`config.mk`:
```
export PLATFORM = sky130hd
export DESIGN_NAME = matrix_job_arbiter_flat
export DESIGN_NICKNAME = d
export VERILOG_FILES = /design/src/rtl/matrix_job_arbiter_if.sv /design/src/rtl/matrix_job_arbiter.sv /design/src/flat_wrapper.sv
export SDC_FILE = /design/constraint.sdc
export NUM_CORES = 1
export LEC_CHECK = 0
export CORE_MARGIN = 5
export CORE_UTILIZATION = 41
export DETAILED_ROUTE_END_ITERATION = 10
export HOLD_SLACK_MARGIN = 0.06
export PLACE_DENSITY = 0.8
export SLEW_MARGIN = 30
export SYNTH_ARGS = -nofsm -noshare
export SYNTH_HDL_FRONTEND = slang
export SYNTH_SLANG_ARGS = --single-unit
```
`constraint.sdc`:
```
create_clock -name Clk -period 2.15 [get_ports Clk]
set_clock_uncertainty 0.05 [all_clocks]
set_input_delay 0.3225 -clock Clk [delete_from_list [all_inputs] [get_ports Clk]]
set_output_delay 0.3225 -clock Clk [all_outputs]
set_load 0.1 [all_outputs]
```
`src/rtl/matrix_job_arbiter_if.sv`:
```
`default_nettype none
// ----------------------------------------------------------------------------
// matrix_job_arbiter_if : requester, accelerator and response signal bundle
// Rev 1.0
// ----------------------------------------------------------------------------
interface matrix_job_arbiter_if #(
  parameter int BIT_LEN = 16,
  parameter int NUM_REQ = 2,
  parameter int ID_W    = (NUM_REQ > 1) ? $clog2(NUM_REQ) : 1
);
  logic [NUM_REQ-1:0]         req;
  logic [NUM_REQ*BIT_LEN-1:0] req_data;
  logic [NUM_REQ-1:0]         grant;
  logic [NUM_REQ-1:0]         req_pop;
  logic [BIT_LEN-1:0]         acc_data;
  logic                       acc_wr;
  logic                       acc_full;
  logic                       acc_start;
  logic                       acc_ready;
  logic [2*BIT_LEN-1:0]       acc_sum;
  logic                       resp_valid;
  logic                       resp_ready;
  logic [ID_W-1:0]            resp_id;
  logic [2*BIT_LEN-1:0]       resp_sum;
  logic                       resp_err;
  logic                       busy;

  // master = the arbiter; slave = requesters, accelerator and response sink
  modport master (
    input  req, req_data, acc_full, acc_ready, acc_sum, resp_ready,
    output grant, req_pop, acc_data, acc_wr, acc_start,
           resp_valid, resp_id, resp_sum, resp_err, busy
  );

  modport slave (
    output req, req_data, acc_full, acc_ready, acc_sum, resp_ready,
    input  grant, req_pop, acc_data, acc_wr, acc_start,
           resp_valid, resp_id, resp_sum, resp_err, busy
  );
endinterface
`default_nettype wire

```
`src/rtl/matrix_job_arbiter.sv`:
```
`default_nettype none
// ----------------------------------------------------------------------------
// matrix_job_arbiter : round-robin sharing of one matrix accelerator
// Rev 1.0
// ----------------------------------------------------------------------------
module matrix_job_arbiter #(
  parameter int BIT_LEN = 16,
  parameter int NUM_REQ = 2,
  parameter int JOB_LEN = 18,
  parameter int TIMEOUT = 1023,
  parameter int ID_W    = (NUM_REQ > 1) ? $clog2(NUM_REQ) : 1
) (
  input  logic                 Clk,
  input  logic                 Rst,
  matrix_job_arbiter_if.master bus
);

  localparam int CNT_W = $clog2(JOB_LEN + 1);
  localparam int WD_W  = (TIMEOUT > 1) ? $clog2(TIMEOUT + 1) : 1;

  typedef enum logic [2:0] {
    S_IDLE   = 3'd0,
    S_STREAM = 3'd1,
    S_START  = 3'd2,
    S_WAIT   = 3'd3,
    S_RESP   = 3'd4
  } state_t;

  state_t               state_q, state_d;
  logic [NUM_REQ-1:0]   grant_q, grant_d;
  logic [ID_W-1:0]      gidx_q, gidx_d;
  logic [ID_W-1:0]      ptr_q, ptr_d;
  logic [CNT_W-1:0]     cnt_q, cnt_d;
  logic [WD_W-1:0]      wd_q, wd_d;
  logic [2*BIT_LEN-1:0] sum_q, sum_d;
  logic                 err_q, err_d;

  logic [NUM_REQ-1:0]   req_rot;
  logic                 found;
  logic [ID_W-1:0]      pick;
  logic                 xfer;
  logic [BIT_LEN-1:0]   words [NUM_REQ];

  for (genvar i = 0; i < NUM_REQ; i++) begin : g_words
    assign words[i] = bus.req_data[i*BIT_LEN +: BIT_LEN];
  end

  // Rotate requests so bit 0 is the requester at ptr, then take the first set bit.
  assign req_rot = NUM_REQ'({bus.req, bus.req} >> ptr_q);

  always_comb begin
    found = 1'b0;
    pick  = '0;
    for (int k = 0; k < NUM_REQ; k++) begin
      if (!found && req_rot[k]) begin
        found = 1'b1;
        pick  = ID_W'((int'(ptr_q) + k) % NUM_REQ);
      end
    end
  end

  always_ff @(posedge Clk or posedge Rst) begin
    if (Rst) begin
      state_q <= S_IDLE;
      grant_q <= '0;
      gidx_q  <= '0;
      ptr_q   <= '0;
      cnt_q   <= '0;
      wd_q    <= '0;
      sum_q   <= '0;
      err_q   <= 1'b0;
    end else begin
      state_q <= state_d;
      grant_q <= grant_d;
      gidx_q  <= gidx_d;
      ptr_q   <= ptr_d;
      cnt_q   <= cnt_d;
      wd_q    <= wd_d;
      sum_q   <= sum_d;
      err_q   <= err_d;
    end
  end

  always_comb begin
    state_d = state_q;
    grant_d = grant_q;
    gidx_d  = gidx_q;
    ptr_d   = ptr_q;
    cnt_d   = cnt_q;
    wd_d    = wd_q;
    sum_d   = sum_q;
    err_d   = err_q;
    xfer    = 1'b0;
    case (state_q)
      S_IDLE: begin
        if (found) begin
          grant_d = NUM_REQ'(1) << pick;
          gidx_d  = pick;
          cnt_d   = '0;
          state_d = S_STREAM;
        end
      end
      S_STREAM: begin
        if (bus.req[gidx_q] && !bus.acc_full) begin
          xfer  = 1'b1;
          cnt_d = cnt_q + 1'b1;
          if (cnt_q == CNT_W'(JOB_LEN - 1)) begin
            state_d = S_START;
          end
        end
      end
      S_START: begin
        wd_d    = '0;
        state_d = S_WAIT;
      end
      S_WAIT: begin
        // A completion on the last watchdog cycle still counts as success.
        if (bus.acc_ready) begin
          sum_d   = bus.acc_sum;
          err_d   = 1'b0;
          state_d = S_RESP;
        end else if (wd_q == WD_W'(TIMEOUT - 1)) begin
          sum_d   = '0;
          err_d   = 1'b1;
          state_d = S_RESP;
        end else begin
          wd_d = wd_q + 1'b1;
        end
      end
      S_RESP: begin
        if (bus.resp_ready) begin
          grant_d = '0;
          ptr_d   = (gidx_q == ID_W'(NUM_REQ - 1)) ? '0 : gidx_q + 1'b1;
          state_d = S_IDLE;
        end
      end
      default: state_d = S_IDLE;
    endcase
  end

  assign bus.grant      = grant_q;
  assign bus.req_pop    = xfer ? grant_q : '0;
  assign bus.acc_wr     = xfer;
  assign bus.acc_data   = xfer ? words[gidx_q] : '0;
  assign bus.acc_start  = (state_q == S_START);
  assign bus.resp_valid = (state_q == S_RESP);
  assign bus.resp_id    = gidx_q;
  assign bus.resp_sum   = sum_q;
  assign bus.resp_err   = err_q;
  assign bus.busy       = (state_q != S_IDLE);

endmodule
`default_nettype wire

```
`src/flat_wrapper.sv`:
```
// flat-port wrapper written by rule: the top's interface ports become plain ports
module matrix_job_arbiter_flat 
#(
  parameter int BIT_LEN = 16,
  parameter int NUM_REQ = 2,
  parameter int JOB_LEN = 18,
  parameter int TIMEOUT = 1023,
  parameter int ID_W    = (NUM_REQ > 1) ? $clog2(NUM_REQ) : 1
)
  (Clk, Rst, bus_req, bus_req_data, bus_acc_full, bus_acc_ready, bus_acc_sum, bus_resp_ready, bus_grant, bus_req_pop, bus_acc_data, bus_acc_wr, bus_acc_start, bus_resp_valid, bus_resp_id, bus_resp_sum, bus_resp_err, bus_busy);
  matrix_job_arbiter_if #(.BIT_LEN(BIT_LEN), .NUM_REQ(NUM_REQ), .ID_W(ID_W)) bus_i ();
  input  logic Clk;
  input  logic Rst;
  input wire logic [$bits(bus_i.req)-1:0] bus_req;
  input wire logic [$bits(bus_i.req_data)-1:0] bus_req_data;
  input wire logic [$bits(bus_i.acc_full)-1:0] bus_acc_full;
  input wire logic [$bits(bus_i.acc_ready)-1:0] bus_acc_ready;
  input wire logic [$bits(bus_i.acc_sum)-1:0] bus_acc_sum;
  input wire logic [$bits(bus_i.resp_ready)-1:0] bus_resp_ready;
  output wire logic [$bits(bus_i.grant)-1:0] bus_grant;
  output wire logic [$bits(bus_i.req_pop)-1:0] bus_req_pop;
  output wire logic [$bits(bus_i.acc_data)-1:0] bus_acc_data;
  output wire logic [$bits(bus_i.acc_wr)-1:0] bus_acc_wr;
  output wire logic [$bits(bus_i.acc_start)-1:0] bus_acc_start;
  output wire logic [$bits(bus_i.resp_valid)-1:0] bus_resp_valid;
  output wire logic [$bits(bus_i.resp_id)-1:0] bus_resp_id;
  output wire logic [$bits(bus_i.resp_sum)-1:0] bus_resp_sum;
  output wire logic [$bits(bus_i.resp_err)-1:0] bus_resp_err;
  output wire logic [$bits(bus_i.busy)-1:0] bus_busy;
  assign bus_i.req = bus_req;
  assign bus_i.req_data = bus_req_data;
  assign bus_i.acc_full = bus_acc_full;
  assign bus_i.acc_ready = bus_acc_ready;
  assign bus_i.acc_sum = bus_acc_sum;
  assign bus_i.resp_ready = bus_resp_ready;
  assign bus_grant = bus_i.grant;
  assign bus_req_pop = bus_i.req_pop;
  assign bus_acc_data = bus_i.acc_data;
  assign bus_acc_wr = bus_i.acc_wr;
  assign bus_acc_start = bus_i.acc_start;
  assign bus_resp_valid = bus_i.resp_valid;
  assign bus_resp_id = bus_i.resp_id;
  assign bus_resp_sum = bus_i.resp_sum;
  assign bus_resp_err = bus_i.resp_err;
  assign bus_busy = bus_i.busy;
  matrix_job_arbiter #(.BIT_LEN(BIT_LEN), .NUM_REQ(NUM_REQ), .JOB_LEN(JOB_LEN), .TIMEOUT(TIMEOUT), .ID_W(ID_W)) u_core (.Clk(Clk), .Rst(Rst), .bus(bus_i));
endmodule
```
==> out/results.tsv <==
stage	metric	value	unit
timing	Final Hold Vio Count	0	
cells_and_area	Ant. Diodes	0	
synth	Yosys cell types	43	
synth	Synth Area in Adders	0.0181	
die	io pins	129	
cts	worst skew pair latency	0.32	ns
synth	Avg Inst Size Synth	11.3	um^2
timing	Max Slew Vio Count	0	
grt	GRT met2 Usage	0.332	
critical_path	CP Data Arrival Time	1.98	ns
synth	sequential element share of the synthesized area	0.498	
die	Rows	30	
cts	Clock Tree Root	clkbuf_8	
cts	Num Clock Sinks	55	
timing	Slew headroom	0.722	
critical_path	CP endpoint kind	output port	
critical_path	RR Startpoint	u_core.wd_q[0]	
cells_and_area	Layout area overhead	65.3	%
timing	slew at the pin closest to its max-slew limit	0.414	ns
critical_path	crit path max fanout	5	
power_and_ir_drop	VDD IR max	1.20	mV
synth	Synth async-reset ratio	1.00	
critical_path	R2R cell count	7	
synth	Synth Flop Type	dfrtp_1	
route	antenna-violating nets left	0	
critical_path	WS Path Type	flop to output port	
power_and_ir_drop	Pwr Density	1670	nW/um^2
cts	H-tree levels	2	
cts	clk buf depth	2	
timing	Achievable Freq	425	MHz
route	Via Count	2451	
cells_and_area	Final #Nets	460	
synth	synthesized area	2770	um^2
cells_and_area	Finished Layout Cells	466	
timing	setup violators final	19	
placement	Port Buf Inserts	128	
critical_path	CP cell instances	or3b_4 > or3_4 > clkinvlp_4 > and2_4 > buf_12	
timing	final period utilization	1.09	
synth	syn nets	320	
synth	Synth Area in Compound Gates	0.191	
die	Chip Height	92.1	um
timing	post-layout min period	2.35	ns
cts	Worst-path clk slew	0.10	ns
synth	Post-Synth Simple-Gate Area	0.162	
placement	Final HPWL DP	6090	um
placement	Post-Place Setup Slack	-0.136	ns
route	First DRT Iteration DRCs	106	
cells_and_area	Multi-input gate area	1360	um^2
cells_and_area	commonest cells after routing, fill and taps aside	clkdlybuf4s50_1, dfrtp_1, buf_4	
synth	Synth Instances	245	
route	Vias/cell	5.26	
timing	Worst Slack Setup Final	-0.203	ns
die	chip width	92.1	um
critical_path	R2R setup slack	0.22	ns
cts	hold buffer count at CTS	0	
synth	Synth area leaders	dfrtp_1, a22o_1, mux2i_1	
critical_path	CP max stage delay	0.43	ns
min_path	Hold Path Class	primary input to async pin	
grt	grt ovf	0	
synth	total number of yosys warnings	0	
power_and_ir_drop	leakage	0.00204	uW
grt	largest net degree at the start of global routing	42	
cells_and_area	share of cells above drive strength 1	0.332	
critical_path	RR Endpoint	u_core.wd_q[2]	
die	Initial Utilization	0.414	
synth	mux cell area share after synthesis	0.0652	
placement	Inst Count DP	453	
route	DR pass1 iterations	4	
synth	Post-synth EDFFs	0	
cts	CTS tree	yes	
die	Core ar.	6680	um^2
die	die area	8490	um^2
grt	vias in the first global route	2473	
timing	RSZ-0062 raised after global routing	true	
cells_and_area	register area	1380	um^2
synth	Synth top area share	0.498	
power_and_ir_drop	Tot Pwr	7640	uW
run_status	status	finished, violations left	
grt	met3 usage	0.0459	
grt	met1 Usage GRT	0.226	
grt	initial antenna violation count	0	
placement	GP Congestion	0.832	
route	wire per inst	17.1	um
run_status	violated checks	negative setup slack	
synth	number of synthesized register bits	55	
cells_and_area	Non-Filler Cell Area, Final	4570	um^2
grt	GRT Resource Usage Total	0.186	
cells_and_area	Layout fillers	487	
run	max capacitance violation total	0	
synth	area leader, netlist	dfrtp_1	
critical_path	Crit path required time	1.78	ns
cts	Num CTS Buffers	5	
grt	first-pass GRT wire length	12600	um
critical_path	type of origin of the critical path	flop	
grt	global route hottest layer	met2	
synth	main combinational cell family by area after synthesis	compound AO/OA/AOI/OAI gates	
placement	DP Area	4390	um^2
critical_path	slowest CP cell	or3b_4	
route	post-route DRC violation count	0	
route	Routed Wire Length	7980	um
synth	Post-Synth XOR/XNOR Area	0.00950	
cells_and_area	commonest non-fill, non-tap cell in the layout	clkdlybuf4s50_1	
[critical path, delay by kind of cell, from the launching register on]
family,cells,cell delay [ns]
buffers and inverters,2,0.27
flip-flops,1,0.41
AND/OR/NAND/NOR,3,0.98
[how the worst max path moves through the flow]
| stage | from | to | slack (ns) | depth (start not counted) |
|---|---|---|---|---|
| floorplan | u_core.bus.resp_id | bus_acc_data[10] | -0.63 | 5 |
| global placement | bus_req[1] | bus_req_pop[1] | -0.11 | 6 |
| global route | u_core.state_q[2] | bus_req_pop[1] | -0.26 | 5 |
| finish | u_core.state_q[2] | bus_req_pop[1] | -0.20 | 5 |
| detailed placement | bus_req[0] | bus_req_pop[0] | -0.14 | 6 |
| CTS | u_core.state_q[1] | bus_req_pop[0] | -0.26 | 5 |
[metal layers]
layer | up-vias | routed length [um] | share of wire
met1 | 1151 | 3330 | 0.42
met3 | 11 | 574 | 0.072
met4 | 0 | 113 | 0.014
met5 | - | 0 | 0
li1 | 1181 | - | -
met2 | 108 | 3960 | 0.50
[flip-flops by register name (all words and copies together), names as in the netlist]
register	flops
u_core.ptr_q	1
u_core.bus.resp_err	1
u_core.cnt_q	5
u_core.bus.resp_id	1
u_core.wd_q	10
u_core.state_q	3
u_core.bus.grant	2
u_core.bus.resp_sum	32
[cell families after synthesis]
kind of cell               Yosys count
xor gates and xnor gates             3
buffers and inverters               23
AOI/OAI and AO/OA                   64
and+or+nand+nor                     78
adders and majority gates            4
DFF                                 55
muxes                               18
[synthesized netlist by cell type, drive strengths merged, types with 4 or more instances]
cell   instances
and3           5
dfrtp         55
o31ai          8
ha             4
a22o          32
buf           17
inv            6
mux2i         18
nor3b          6
nor2          27
o21ai          8
nand3         10
a21oi          4
nor3           5
nand2          9
[cell type report]
class	instances	share of cell area
sequential	55	0.301
tap	80	0.0219
clock inverter	3	0.00602
multi-input combinational	169	0.297
timing repair buffer	148	0.353
inverter	6	0.00575
clock buffer	5	0.0151
[through the flow]
stage	TNS (ns)	util	hold WS (ns)
finish	-2.94	0.684	0.233
CTS	-3.26	0.678	0.242
floorplan	-10.66	-	0.395
global route	-3.88	0.684	0.253
detailed placement	-1.56	0.657	0.438
global placement	-1.07	0.657	0.420
[timing repair]
item	CTS	global route
cloned	2	0
setup endpoints to repair	19	22
pin swaps	9	4
hold endpoints to repair	0	0
setup buffers	0	3
gates resized for setup	6	1
[report_power, final]
| group | internal, uW | switching, uW |
|---|---|---|
| Clock | 240 | 368 |
| Combinational | 1550 | 3790 |
| Sequential | 1420 | 261 |
(Power assumes the default switching activity.)
